File: config.mk
export PLATFORM = sky130hd
export DESIGN_NAME = writeback_stage
export DESIGN_NICKNAME = d
export VERILOG_FILES = /design/src/rtl/wb_pkg.sv /design/src/rtl/load_extend.sv /design/src/rtl/writeback_stage.sv
export SDC_FILE = /design/constraint.sdc
export NUM_CORES = 1
export LEC_CHECK = 0
export ABC_AREA = 1
export CAP_MARGIN = 25
export CELL_PAD_IN_SITES_DETAIL_PLACEMENT = 1
export CELL_PAD_IN_SITES_GLOBAL_PLACEMENT = 1
export CORE_MARGIN = 5
export CORE_UTILIZATION = 26
export DETAILED_ROUTE_END_ITERATION = 7
export PLACE_DENSITY_LB_ADDON = 0.1
export RECOVER_POWER = 25
export SYNTH_ARGS = -nofsm -noshare
export SYNTH_HDL_FRONTEND = slang
export SYNTH_SLANG_ARGS = --single-unit
File: constraint.sdc
create_clock -name clk -period 3.87 [get_ports clk]
set_clock_uncertainty 0.15 [all_clocks]
set_input_delay 0.774 -clock clk [delete_from_list [all_inputs] [get_ports clk]]
set_output_delay 0.774 -clock clk [all_outputs]
set_load 0.02 [all_outputs]
File: src/rtl/wb_pkg.sv
// rtl/wb_pkg.sv - shared encodings and state type for the writeback stage
package wb_pkg;

    localparam logic [1:0] MTR_ALU = 2'b00;
    localparam logic [1:0] MTR_MEM = 2'b01;
    localparam logic [1:0] MTR_PC4 = 2'b10;
    localparam logic [1:0] MTR_AUX = 2'b11;

    localparam logic [1:0] LS_WORD = 2'b00;
    localparam logic [1:0] LS_HALF = 2'b01;
    localparam logic [1:0] LS_BYTE = 2'b10;

    typedef enum logic {
        WB_IDLE,
        WB_WAIT_LOAD
    } wb_state_t;

endpackage

File: src/rtl/load_extend.sv
// rtl/load_extend.sv - little-endian byte/halfword lane select with sign or zero extension
module load_extend
    import wb_pkg::*;
#(
    parameter int DATA_W = 32
) (
    input  logic [DATA_W-1:0]             data,
    input  logic [1:0]                    load_size,
    input  logic                          load_unsigned,
    input  logic [$clog2(DATA_W/8)-1:0]   byte_offset,
    output logic [DATA_W-1:0]             result
);

    localparam int OFF_W = $clog2(DATA_W/8);

    logic [OFF_W-1:0] half_offset;
    logic [7:0]       lane_b;
    logic [15:0]      lane_h;

    // Halfword lanes are aligned: the low offset bit is ignored.
    assign half_offset = byte_offset & ~OFF_W'(1);
    assign lane_b      = data[{byte_offset, 3'b000} +: 8];
    assign lane_h      = data[{half_offset, 3'b000} +: 16];

    always_comb begin
        result = data;
        case (load_size)
            LS_BYTE: result = {{(DATA_W-8){~load_unsigned & lane_b[7]}}, lane_b};
            LS_HALF: result = {{(DATA_W-16){~load_unsigned & lane_h[15]}}, lane_h};
            default: result = data;
        endcase
    end

endmodule

File: src/rtl/writeback_stage.sv
// rtl/writeback_stage.sv - registered handshaked writeback select; WB_LOAD_EXT_EN enables load extraction
module writeback_stage
    import wb_pkg::*;
#(
    parameter int DATA_W     = 32,
    parameter int REG_ADDR_W = 5
) (
    input  logic                          clk,
    input  logic                          rst,
    input  logic                          in_valid,
    output logic                          in_ready,
    input  logic                          flush,
    input  logic [1:0]                    memtoreg,
    input  logic                          reg_write,
    input  logic [REG_ADDR_W-1:0]         write_reg,
    input  logic [DATA_W-1:0]             alu_result,
    input  logic [DATA_W-1:0]             pc_plus_four,
    input  logic [DATA_W-1:0]             aux_in,
    input  logic [1:0]                    load_size,
    input  logic                          load_unsigned,
    input  logic [$clog2(DATA_W/8)-1:0]   byte_offset,
    input  logic                          mem_rvalid,
    input  logic [DATA_W-1:0]             memory_out,
    output logic                          rf_we,
    output logic [REG_ADDR_W-1:0]         rf_waddr,
    output logic [DATA_W-1:0]             rf_wdata,
    output logic                          busy
);

    localparam int OFF_W = $clog2(DATA_W/8);

    wb_state_t state, state_nxt;

    logic [1:0]            h_memtoreg;
    logic                  h_reg_write;
    logic [REG_ADDR_W-1:0] h_write_reg;
    logic [1:0]            h_load_size;
    logic                  h_load_unsigned;
    logic [OFF_W-1:0]      h_byte_offset;
    logic [DATA_W-1:0]     h_data;

    logic                  accept;
    logic [DATA_W-1:0]     sel_data;
    logic [DATA_W-1:0]     load_data;
    logic [1:0]            ext_size;
    logic                  ext_unsigned;
    logic [OFF_W-1:0]      ext_offset;

    logic                  commit_we;
    logic [REG_ADDR_W-1:0] commit_addr;
    logic [DATA_W-1:0]     commit_data;

    assign in_ready = (state == WB_IDLE);
    assign busy     = (state == WB_WAIT_LOAD);
    assign accept   = in_valid && in_ready && !flush;

    always_comb begin
        sel_data = alu_result;
        case (memtoreg)
            MTR_PC4: sel_data = pc_plus_four;
            MTR_AUX: sel_data = aux_in;
            default: sel_data = alu_result;
        endcase
    end

    // A waiting load formats with the fields captured at accept, not the live inputs.
    assign ext_size     = busy ? h_load_size     : load_size;
    assign ext_unsigned = busy ? h_load_unsigned : load_unsigned;
    assign ext_offset   = busy ? h_byte_offset   : byte_offset;

`ifdef WB_LOAD_EXT_EN
    load_extend #(
        .DATA_W (DATA_W)
    ) u_load_extend (
        .data          (memory_out),
        .load_size     (ext_size),
        .load_unsigned (ext_unsigned),
        .byte_offset   (ext_offset),
        .result        (load_data)
    );
`else
    logic unused_ext;
    assign unused_ext = ^{ext_size, ext_unsigned, ext_offset};
    assign load_data  = memory_out;
`endif

    always_comb begin
        state_nxt   = state;
        commit_we   = 1'b0;
        commit_addr = write_reg;
        commit_data = sel_data;
        case (state)
            WB_IDLE: begin
                if (accept) begin
                    if (memtoreg != MTR_MEM || mem_rvalid) begin
                        commit_we   = reg_write && (write_reg != '0);
                        commit_data = (memtoreg == MTR_MEM) ? load_data : sel_data;
                    end else begin
                        state_nxt = WB_WAIT_LOAD;
                    end
                end
            end
            WB_WAIT_LOAD: begin
                // flush beats a same-cycle memory response
                if (flush) begin
                    state_nxt = WB_IDLE;
                end else if (mem_rvalid) begin
                    state_nxt   = WB_IDLE;
                    commit_we   = h_reg_write && (h_write_reg != '0);
                    commit_addr = h_write_reg;
                    commit_data = (h_memtoreg == MTR_MEM) ? load_data : h_data;
                end
            end
            default: state_nxt = WB_IDLE;
        endcase
    end

    always_ff @(posedge clk or posedge rst) begin
        if (rst) begin
            state           <= WB_IDLE;
            rf_we           <= 1'b0;
            rf_waddr        <= '0;
            rf_wdata        <= '0;
            h_memtoreg      <= '0;
            h_reg_write     <= 1'b0;
            h_write_reg     <= '0;
            h_load_size     <= '0;
            h_load_unsigned <= 1'b0;
            h_byte_offset   <= '0;
            h_data          <= '0;
        end else begin
            state <= state_nxt;
            rf_we <= commit_we;
            if (commit_we) begin
                rf_waddr <= commit_addr;
                rf_wdata <= commit_data;
            end
            if (accept) begin
                h_memtoreg      <= memtoreg;
                h_reg_write     <= reg_write;
                h_write_reg     <= write_reg;
                h_load_size     <= load_size;
                h_load_unsigned <= load_unsigned;
                h_byte_offset   <= byte_offset;
                h_data          <= sel_data;
            end
        end
    end

endmodule

# After elaboration in Yosys (flattened, before gate mapping)

Index checks and enable logic that the tools add are counted.
Widths: inputs -> output; s select.

Register bits: 79
Latch bits: 0
Bits in writable memories: 0
ROM bits: 0
Word-level logic and storage cells: 43
Memories kept: 0

$add $sub $neg: 0
Multiply operators: 0
Divide/modulo/power cells: 0
Order comparisons: 0
Equality and inequality tests: 5
Shift-type cells: 0
Mux-type cells: 21
Bitwise operators: 1
Reductions and logical operators: 8

Operator list:

| operator           | number |
|---|---|
| $mux 32            | 6 |
| $pmux 32 s2        | 2 |
| $mux 5             | 3 |
| $reduce_bool 5->1  | 2 |
| $mux 1             | 8 |
| $eq 2x1->1 const B | 2 |
| $eq 2x2->1 const B | 2 |
| $logic_and 1x1->1  | 4 |
| $pmux 1 s2         | 2 |
| $ne 2x1->1 const B | 1 |
| $logic_not 1->1    | 1 |
| $logic_or 1x1->1   | 1 |
| $not 1->1          | 1 |

# Depth between registers and ports, before layout

Gate-level depths: netlist of the first run.

Depth in word-level cells: 6
Gate-level depth with buffers: 11
Mapped depth without buffers: 9

# Worst setup path after synthesis of the first run

No wires, ideal clock.

Path type: reg-to-output
Start: reg state, in the netlist busy
End: out in_ready
Arrival time: 1.118 ns
Setup slack: 1.828 ns
Stages on the path, launching flop included: 4
Path buffers: 2
Cells stage by stage: dfrtp_1 -> buf_2 -> inv_2 -> clkbuf_1

Word-level cells in the longest chain between the ends: 1

Ends and longest elaborated chain:

| element                | line                   | RTL |
|---|---|---|
| start, declared        | writeback_stage.sv:32  | `wb_state_t state, state_nxt;` |
| start signal, assigned | writeback_stage.sv:132 | `state <= state_nxt;` |
| $not 1->1              | n/a                    |  |
| end, declared          | writeback_stage.sv:11  | `output logic in_ready,` |

No other way between the ends.

# Worst setup path after layout of the first run

Start: in memtoreg[1]
End: reg rf_wdata[18]

Word-level cells in the longest chain between the ends: 6
Elaborated cells on any way between the ends: 15
Classes of those cells: 4 x eq/ne; 10 x mux; 1 x reduce/logical

Ends and longest elaborated chain:

| element              | line                   | RTL |
|---|---|---|
| start, declared      | writeback_stage.sv:13  | `input logic [1:0] memtoreg,` |
| $eq 2x2->1           | writeback_stage.sv:59  | `case (memtoreg)` |
| $pmux 32 s2          | writeback_stage.sv:59  |  |
| $mux 32              | writeback_stage.sv:97  | `commit_data = (memtoreg == MTR_MEM) ? load_data : sel_data;` |
| $mux 32              | writeback_stage.sv:95  | `if (memtoreg != MTR_MEM \|\| mem_rvalid) begin` |
| $mux 32              | writeback_stage.sv:94  | `if (accept) begin` |
| $pmux 32 s2          | writeback_stage.sv:92  | `case (state)` |
| end signal, assigned | writeback_stage.sv:136 | `rf_wdata <= commit_data;` |
| end, declared        | writeback_stage.sv:26  | `output logic [DATA_W-1:0] rf_wdata,` |

Parallel ways exist; a longest one is shown, timed or not.
A chain may end at the register's enable or synchronous reset.

==> results of run 1 <==
## cell usage after synthesis
master,number,area [µm²]
nand2_1,374,1404
nand3_1,141,705.7
dfrtp_1,79,1977
inv_1,79,296.5
nor2_1,56,210.2
nand4_1,44,275.3
o21ai_0,44,220.2
clkbuf_1,29,108.9
buf_2,19,95.09
buf_1,8,30.03
buf_4,4,30.03
buf_6,4,45.04
inv_2,3,11.26
nor2_2,2,12.51
nor2_4,2,22.52
a21oi_1,1,5.000
nand2_2,1,6.260
nor3_1,1,5.000
o21bai_1,1,7.510
o32ai_1,1,8.760
## kinds of logic (layout without fill, tap and decap cells)
kind of cell,Yosys count,count (layout),share of synthesized area [%]
compound gates,47,47,4.409
buf+inv,146,298,11.26
flops,79,79,36.10
simple gates,621,621,48.23
## layer usage
metal / GRT usage, % / routed length (µm) / vias to the layer above / part of all wire [%]
met5: 0 / 0 / - / 0
met1: 23.59 / 10050 / 2997 / 44
met4: 3.827 / 382 / 0 / 1.7
li1: - / - / 3124 / -
met2: 34.73 / 11710 / 125 / 51
met3: 3.421 / 886 / 17 / 3.8
## how the worst max path moves through the flow
stage,endpoint,slack [ps],startpoint,depth (start not counted)
3_5_place_dp,rf_wdata[16],630,memtoreg[1],11
3_3_place_gp,rf_wdata[16],610,memtoreg[1],11
6_report,rf_wdata[18],1050,memtoreg[1],11
4_1_cts,rf_wdata[16],990,memtoreg[1],11
5_1_grt,rf_wdata[18],730,memtoreg[1],11
2_1_floorplan,busy,920,rst,1
## stage by stage
stage | hold WS (ps) | area, µm² | setup slack, ps | cells
finish | 323.1 | 7791 | 1048 | 1320
global route | 353.2 | 7791 | 729.5 | 1320
CTS | 330.7 | 7799 | 985.9 | 1320
detailed placement | 313.2 | 7487 | 625.8 | 1304
global placement | 307.8 | 7487 | 607.4 | 1304
floorplan | 303.0 | 5477 | 922.6 | 893
## worst max-delay path, cell delays in order
cell	delay [ps]
buf_2	510
inv_1	600
buf_4	360
nand2_1	80
nand2_1	50
nor2_1	150
nand2_1	70
nand3_1	70
nand2_1	100
nand2_1	70
nand2_1	50
## where the power goes
group | total [mW] | switching [mW] | leakage, nW | internal [mW]
Clock | 0.918 | 0.403 | 0.150 | 0.515
Combinational | 0.987 | 0.546 | 2.82 | 0.441
Sequential | 1.06 | 0.0829 | 0.997 | 0.979
Total | 2.97 | 1.03 | 3.97 | 1.94
## area by class of cell
type	instances	share of cell area, %
inverter	82	3.967
sequential	79	25.37
clock inverter	7	1.108
timing repair buffer	200	25.24
tap	275	4.416
multi-input combinational	668	37.00
clock buffer	9	2.891
## placed cells by master (no fill, tap or decap), drive strengths merged
cell type | netlist | final
clkinv | 0 | 1
inv | 82 | 85
clkbuf | 29 | 9
a21oi | 1 | 1
nor3 | 1 | 1
clkinvlp | 0 | 2
bufinv | 0 | 1
dlygate4sd3 | 0 | 2
o21ai | 44 | 44
dfrtp | 79 | 79
o32ai | 1 | 1
nor2 | 60 | 60
o21bai | 1 | 1
clkdlybuf4s50 | 0 | 176
nand3 | 141 | 141
nand4 | 44 | 44
nand2 | 375 | 375
buf | 35 | 22
==> impl_metrics.py, run 1 <==
metrics = {
    "hold_path": {
        "hold-path-cell-count": 2,
        "min_to": "rf_waddr[4]",
        "hold_start": "rf_waddr[4]",
        "hp-class": "reg -> reg",
    },
    "routing": {
        "routedWlPerCell_um": 17.44,
        "drtIter0Drc": 240,
        "routed_wl_um": 23030,
        "via_per_inst": 4.745,
        "dr.pass1.iters": 4,
        "drc": 0,
        "vias": 6263,
        "antenna_left": 0,
    },
    "floorplanning": {
        "dieWidth_um": 155.1,
        "rows": 53,
        "start_util_pct": 26.22,
        "die-height_um": 155.1,
        "ios": 186,
        "coreArea_mm2": 0.02089,
        "die_area_mm2": 0.02407,
    },
    "logic_synthesis": {
        "synth_area_mm2": 0.005477,
        "synth_cells": 893,
        "yosysSeqAreaShare_pct": 36.10,
        "syn_avg_cell_area_um2": 6.133,
        "ys_ff_latch": 79,
        "ys_warn_count": 0,
        "ys_types": 20,
        "synth.net_count": 1039,
    },
    "clocking": {
        "post_cts_resized": 0,
        "root_buffer": "clkbuf_16",
        "clockBufferDepth": 2,
        "htree_levels": 3,
        "post-cts-setup-buffers": 0,
        "numCtsBuffers": 9,
        "path_clk_slew_ps": 70,
        "cts_hold_buf": 0,
        "cts_tree": "yes",
        "worstSkewPairLatency_ps": 350,
        "cts.sinks": 79,
    },
    "run_status": {
        "status": "finished with violations",
        "violations": "max-capacitance violations, max-slew violations",
    },
    "worst_setup_path": {
        "worstRegToRegCells": 10,
        "worstPathRequired_ps": 3950,
        "crit-reg2reg-launch": "busy",
        "cp.arrival_ps": 2910,
        "rrSetupSlack_ps": 1460,
        "cp-end-kind": "flip-flop",
        "startpoint_type": "input port",
        "crit_type": "in -> reg",
        "worstPathMaxFanout": 31,
        "r2r-end": "rf_wdata[19]",
    },
    "final_layout": {
        "fin_nets": 1186,
        "areaGrowthSynthToFinish_pct": 42.27,
        "top_regs": "h_data: 32 flops, rf_wdata: 32 flops",
        "final_core_util_pct": 37.30,
        "seqCellArea_mm2": 0.001977,
        "diodes": 0,
        "nFillCells": 2686,
        "multi_input_area_mm2": 0.002883,
        "drive_above_1_share_pct": 4.498,
    },
    "global_routing": {
        "grtUsageTotal_pct": 19.07,
        "grt_pass1_wl_um": 35890,
        "grt_antenna_before_repair": 0,
        "grt_max_degree": 74,
        "gr-total-overflow": 0,
        "grt_pass1_vias": 6399,
    },
    "sta": {
        "relSlewSlack_pct": -18.14,
        "setup_viol": 0,
        "hold_viol": 0,
        "fmax_ghz": 0.3543,
        "fin_setup_tns_ps": 0,
        "worstMarginPinSlew_ps": 1762,
        "report.final.slew_viol_count": 36,
        "rsz0062_at_grt": "false",
        "min_period_ps": 2822,
        "fin_crit_sh_pct": 72.93,
    },
    "placement": {
        "numPortBuffers": 180,
        "dp_hpwl_um": 16200,
        "place_congestion": 0.7651,
    },
    "power": {
        "power.total_mw": 2.967,
        "p_leak_nw": 3.971,
        "p_per_area_mw_per_mm2": 380.8,
        "ir_drop_v": 0.0001980,
    },
    "run": {
        "drv_cap": 1,
    },
}
No activity file was read; power rests on OpenSTA's default activity.
==> run 2: changes to the inputs <==
Clock period 3.87 ns to 2.96 ns, I/O delays scaled along.
==> impl_metrics.py, run 2 (synthesis gave the netlist of run 1 again) <==
metrics = {
    "floorplanning": {
        "die_area_mm2": 0.02407,
        "dieWidth_um": 155.1,
        "start_util_pct": 26.22,
        "rows": 53,
        "ios": 186,
        "die-height_um": 155.1,
        "coreArea_mm2": 0.02089,
    },
    "sta": {
        "setup_viol": 0,
        "min_period_ps": 2430,
        "fmax_ghz": 0.4115,
        "report.final.slew_viol_count": 0,
        "relSlewSlack_pct": 5.385,
        "worstMarginPinSlew_ps": 1411,
        "finalHoldWorstSlack_ps": 322.8,
        "hold_viol": 0,
        "fin_crit_sh_pct": 82.11,
        "layout_setup_ws_ps": 529.6,
        "rsz0062_at_grt": "false",
        "fin_setup_tns_ps": 0,
    },
    "final_layout": {
        "final_cell_area_mm2": 0.007869,
        "diodes": 0,
        "top_regs": "h_data: 32 flops, rf_wdata: 32 flops",
        "final_common_cell": "nand2_1",
        "areaGrowthSynthToFinish_pct": 43.68,
        "fin_nets": 1192,
        "final_core_util_pct": 37.67,
        "layout_common_cells": "373 x nand2_1, 177 x clkdlybuf4s50_1, 141 x nand3_1",
        "instances_no_fill": 1326,
        "drive_above_1_share_pct": 5.138,
    },
    "clocking": {
        "cts_hold_buf": 0,
        "root_buffer": "clkbuf_16",
        "htree_levels": 3,
        "worstSkewPairLatency_ps": 350,
        "numCtsBuffers": 9,
        "post_cts_resized": 0,
        "cts_tree": "yes",
        "cts.sinks": 79,
        "clockBufferDepth": 2,
        "post-cts-setup-buffers": 0,
        "path_clk_slew_ps": 70,
    },
    "placement": {
        "numPortBuffers": 180,
        "dpl-instance-area_mm2": 0.007582,
        "placed_cells": 1310,
        "place_congestion": 0.7651,
        "pre_cts_slack_ps": 342.5,
        "dp_hpwl_um": 16690,
    },
    "power": {
        "p_leak_nw": 4.001,
        "power.total_mw": 3.830,
        "p_per_area_mw_per_mm2": 486.8,
        "ir_drop_v": 0.0002559,
    },
    "global_routing": {
        "gr-total-overflow": 0,
        "grtUsageTotal_pct": 19.48,
        "grt_pass1_vias": 6568,
        "grt_pass1_wl_um": 36650,
        "grt_antenna_before_repair": 0,
        "grt_max_degree": 74,
    },
    "routing": {
        "antenna_left": 0,
        "routed_wl_um": 23240,
        "via_per_inst": 4.762,
        "routedWlPerCell_um": 17.52,
        "drc": 0,
        "drtIter0Drc": 270,
        "dr.pass1.iters": 4,
        "vias": 6315,
    },
    "run": {
        "drv_cap": 0,
    },
    "worst_setup_path": {
        "cp-end-kind": "primary output",
        "cp.arrival_ps": 1690,
        "worstPathMaxFanout": 11,
        "crit_type": "reg -> out",
        "worstPathRequired_ps": 2220,
        "startpoint_type": "flip-flop",
    },
    "run_status": {
        "status": "complete, no violations",
    },
    "hold_path": {
        "hp-class": "reg -> reg",
    },
}
## run 2: cell type report
cell class,instances,area (µm²)
clock buffers,9,225.2
clock inverters,7,61.31
fillers,2714,13020
inverters,82,309.0
multi-input cells,668,2890
flip-flops and latches,79,1977
well taps,275,344.1
repair buffers,206,2062
## run 2: where the power goes
part | switching [mW] | total (mW) | internal (mW)
clock | 0.539 | 1.12 | 0.586
combinational | 0.724 | 1.32 | 0.592
sequential | 0.111 | 1.39 | 1.28
total | 1.37 | 3.83 | 2.46
## run 2: final timing paths
path | start | endpoint | slack [ps] | depth (start not counted)
setup / recovery | busy | in_ready | 530 | 2
hold / removal | rf_waddr[1] | rf_waddr[1] | 320 | 2
setup reg to reg | busy | rf_wdata[20] | 940 | 9
hold reg to reg | rf_waddr[1] | rf_waddr[1] | 320 | 2
max in group asynchronous | rst | h_data[15] | 980 | 3
min in group asynchronous | rst | rf_wdata[11] | 860 | 2
## run 2: per-layer routing
layer / up-vias / GRT usage, % / wire, µm
met3: 12 / 2.921 / 808
met1: 3055 / 23.36 / 9818
met5: - / 0 / 0
met4: 0 / 3.574 / 183
met2: 112 / 36.92 / 12430
li1: 3136 / - / -
## run 2: worst max-delay path, cell delays in order (launching register included)
cell and delay, ps:
dfrtp_1 450, inv_2 230, clkdlybuf4s50_1 650
==> run 3: changes to the inputs <==
Clock period 2.96 ns to 2.2 ns, I/O delays scaled along.
==> impl_metrics.py, run 3 (synthesis gave the netlist of run 1 again) <==
metrics = {
    "routing": {
        "drc": 0,
        "routed_wl_um": 22970,
        "vias": 6415,
        "drtIter0Drc": 245,
        "routedWlPerCell_um": 16.87,
        "via_per_inst": 4.710,
        "antenna_left": 0,
        "dr.pass1.iters": 4,
    },
    "final_layout": {
        "areaGrowthSynthToFinish_pct": 51.22,
        "fin_nets": 1227,
        "drive_above_1_share_pct": 8.103,
        "nFillCells": 2676,
        "layout_common_cells": "373 x nand2_1, 176 x clkdlybuf4s50_1, 141 x nand3_1",
        "final_common_cell": "nand2_1",
        "top_regs": "h_data: 32 flops, rf_wdata: 32 flops",
    },
    "sta": {
        "relSlewSlack_pct": 43.49,
        "min_period_ps": 2130,
        "fmax_ghz": 0.4695,
        "rsz0062_at_grt": "false",
        "layout_setup_ws_ps": 69.95,
        "hold_viol": 0,
        "fin_crit_sh_pct": 96.82,
        "report.final.slew_viol_count": 0,
        "finalHoldWorstSlack_ps": 236.8,
        "setup_viol": 0,
        "worstMarginPinSlew_ps": 843.0,
    },
    "global_routing": {
        "gr-total-overflow": 0,
        "grt_pass1_vias": 6800,
        "grt_antenna_before_repair": 2,
        "grtUsageTotal_pct": 19.39,
        "grt_max_degree": 74,
        "grt_pass1_wl_um": 36850,
    },
    "clocking": {
        "cts_hold_buf": 0,
        "clockBufferDepth": 2,
        "root_buffer": "clkbuf_16",
        "cts.sinks": 79,
        "path_clk_slew_ps": 60,
        "htree_levels": 3,
        "worstSkewPairLatency_ps": 350,
        "post-cts-setup-buffers": 0,
        "cts_tree": "yes",
        "numCtsBuffers": 9,
    },
    "run_status": {
        "status": "complete, no violations",
    },
    "worst_setup_path": {
        "crit-reg2reg-launch": "busy",
        "crit_buf_inv": 1,
        "cpMaxStageDelayCell": "clkdlybuf4s50_1",
        "cp-end-kind": "primary output",
        "cp-endpoint": "busy",
        "cp_cell_sequence": "clkdlybuf4s50_1",
        "rrSetupSlack_ps": 450,
        "cp.arrival_ps": 1540,
        "max_stage_delay_ps": 670,
        "startpoint_type": "flip-flop",
        "crit_type": "reg -> out",
        "cp_top_family": "buffers and inverters",
        "worst-path-stages": 1,
        "startpoint": "busy",
        "worstPathMaxFanout": 6,
        "worstRegToRegCells": 9,
        "r2r-end": "rf_wdata[20]",
        "worstPathRequired_ps": 1610,
    },
    "floorplanning": {
        "coreArea_mm2": 0.02089,
        "rows": 53,
        "start_util_pct": 26.22,
        "ios": 186,
        "dieWidth_um": 155.1,
        "die-height_um": 155.1,
        "die_area_mm2": 0.02407,
    },
    "power": {
        "ir_drop_v": 0.0003479,
        "p_per_area_mw_per_mm2": 653.0,
        "p_leak_nw": 4.227,
    },
    "placement": {
        "dp_hpwl_um": 17170,
        "place_congestion": 0.7825,
        "numPortBuffers": 180,
        "pre_cts_slack_ps": -120.0,
    },
    "hold_path": {
        "hold_start": "mem_rvalid",
        "hp-class": "in -> reg",
    },
    "run": {
        "drv_cap": 0,
    },
}
run 3: worst min-delay path by stage:
stage,end,slack (ps),depth (start not counted)
floorplan,h_memtoreg[1],300,2
global placement,rf_waddr[3],310,2
detailed placement,rf_waddr[0],310,2
CTS,busy,220,2
global route,busy,250,2
finish,busy,240,2
run 3: stage by stage:
step           instance area, µm²  setup TNS (ps)  total power [mW]  utilization [%]  instances
6_report                     8282               0             5.408            39.65       1362
4_1_cts                      8307               0             5.502            39.77       1361
3_3_place_gp                 7985           -1043             3.769            38.23       1345
2_1_floorplan                5480               0             2.778                -        893
5_1_grt                      8282               0             5.741            39.65       1362
3_5_place_dp                 7985           -2196             3.793            38.23       1345
run 3: layout make-up:
cell class	count	area (µm²)	area share, %
timing repair buffer	241	2436	29.42
tap	275	344.1	4.155
clock buffer	10	229.0	2.765
clock inverter	6	93.84	1.133
sequential	79	1977	23.87
inverter	82	309.0	3.732
antenna	1	2.502	0.03022
multi-input combinational	668	2890	34.90
run 3: per-layer routing:
layer  vias to the layer above  part of all wire [%]  GRT usage, %
li1                       3205                     -             -
met1                      3032                    43         24.51
met2                       149                    50         33.59
met3                        27                   4.6         3.310
met4                         2                   2.3         6.308
met5                         -                 0.048             0
run 3: what timing repair did:
| item | CTS | global route |
|---|---|---|
| endpoints found under the hold margin | 0 | 0 |
| resized for setup | 1 | 0 |
| endpoints found under the setup margin | 1 | 0 |
run 3: where the power goes:
group | total (mW) | switching [mW] | internal (mW)
Clock | 1.68 | 0.679 | 1.00
Sequential | 1.87 | 0.147 | 1.72
Combinational | 1.86 | 0.985 | 0.870
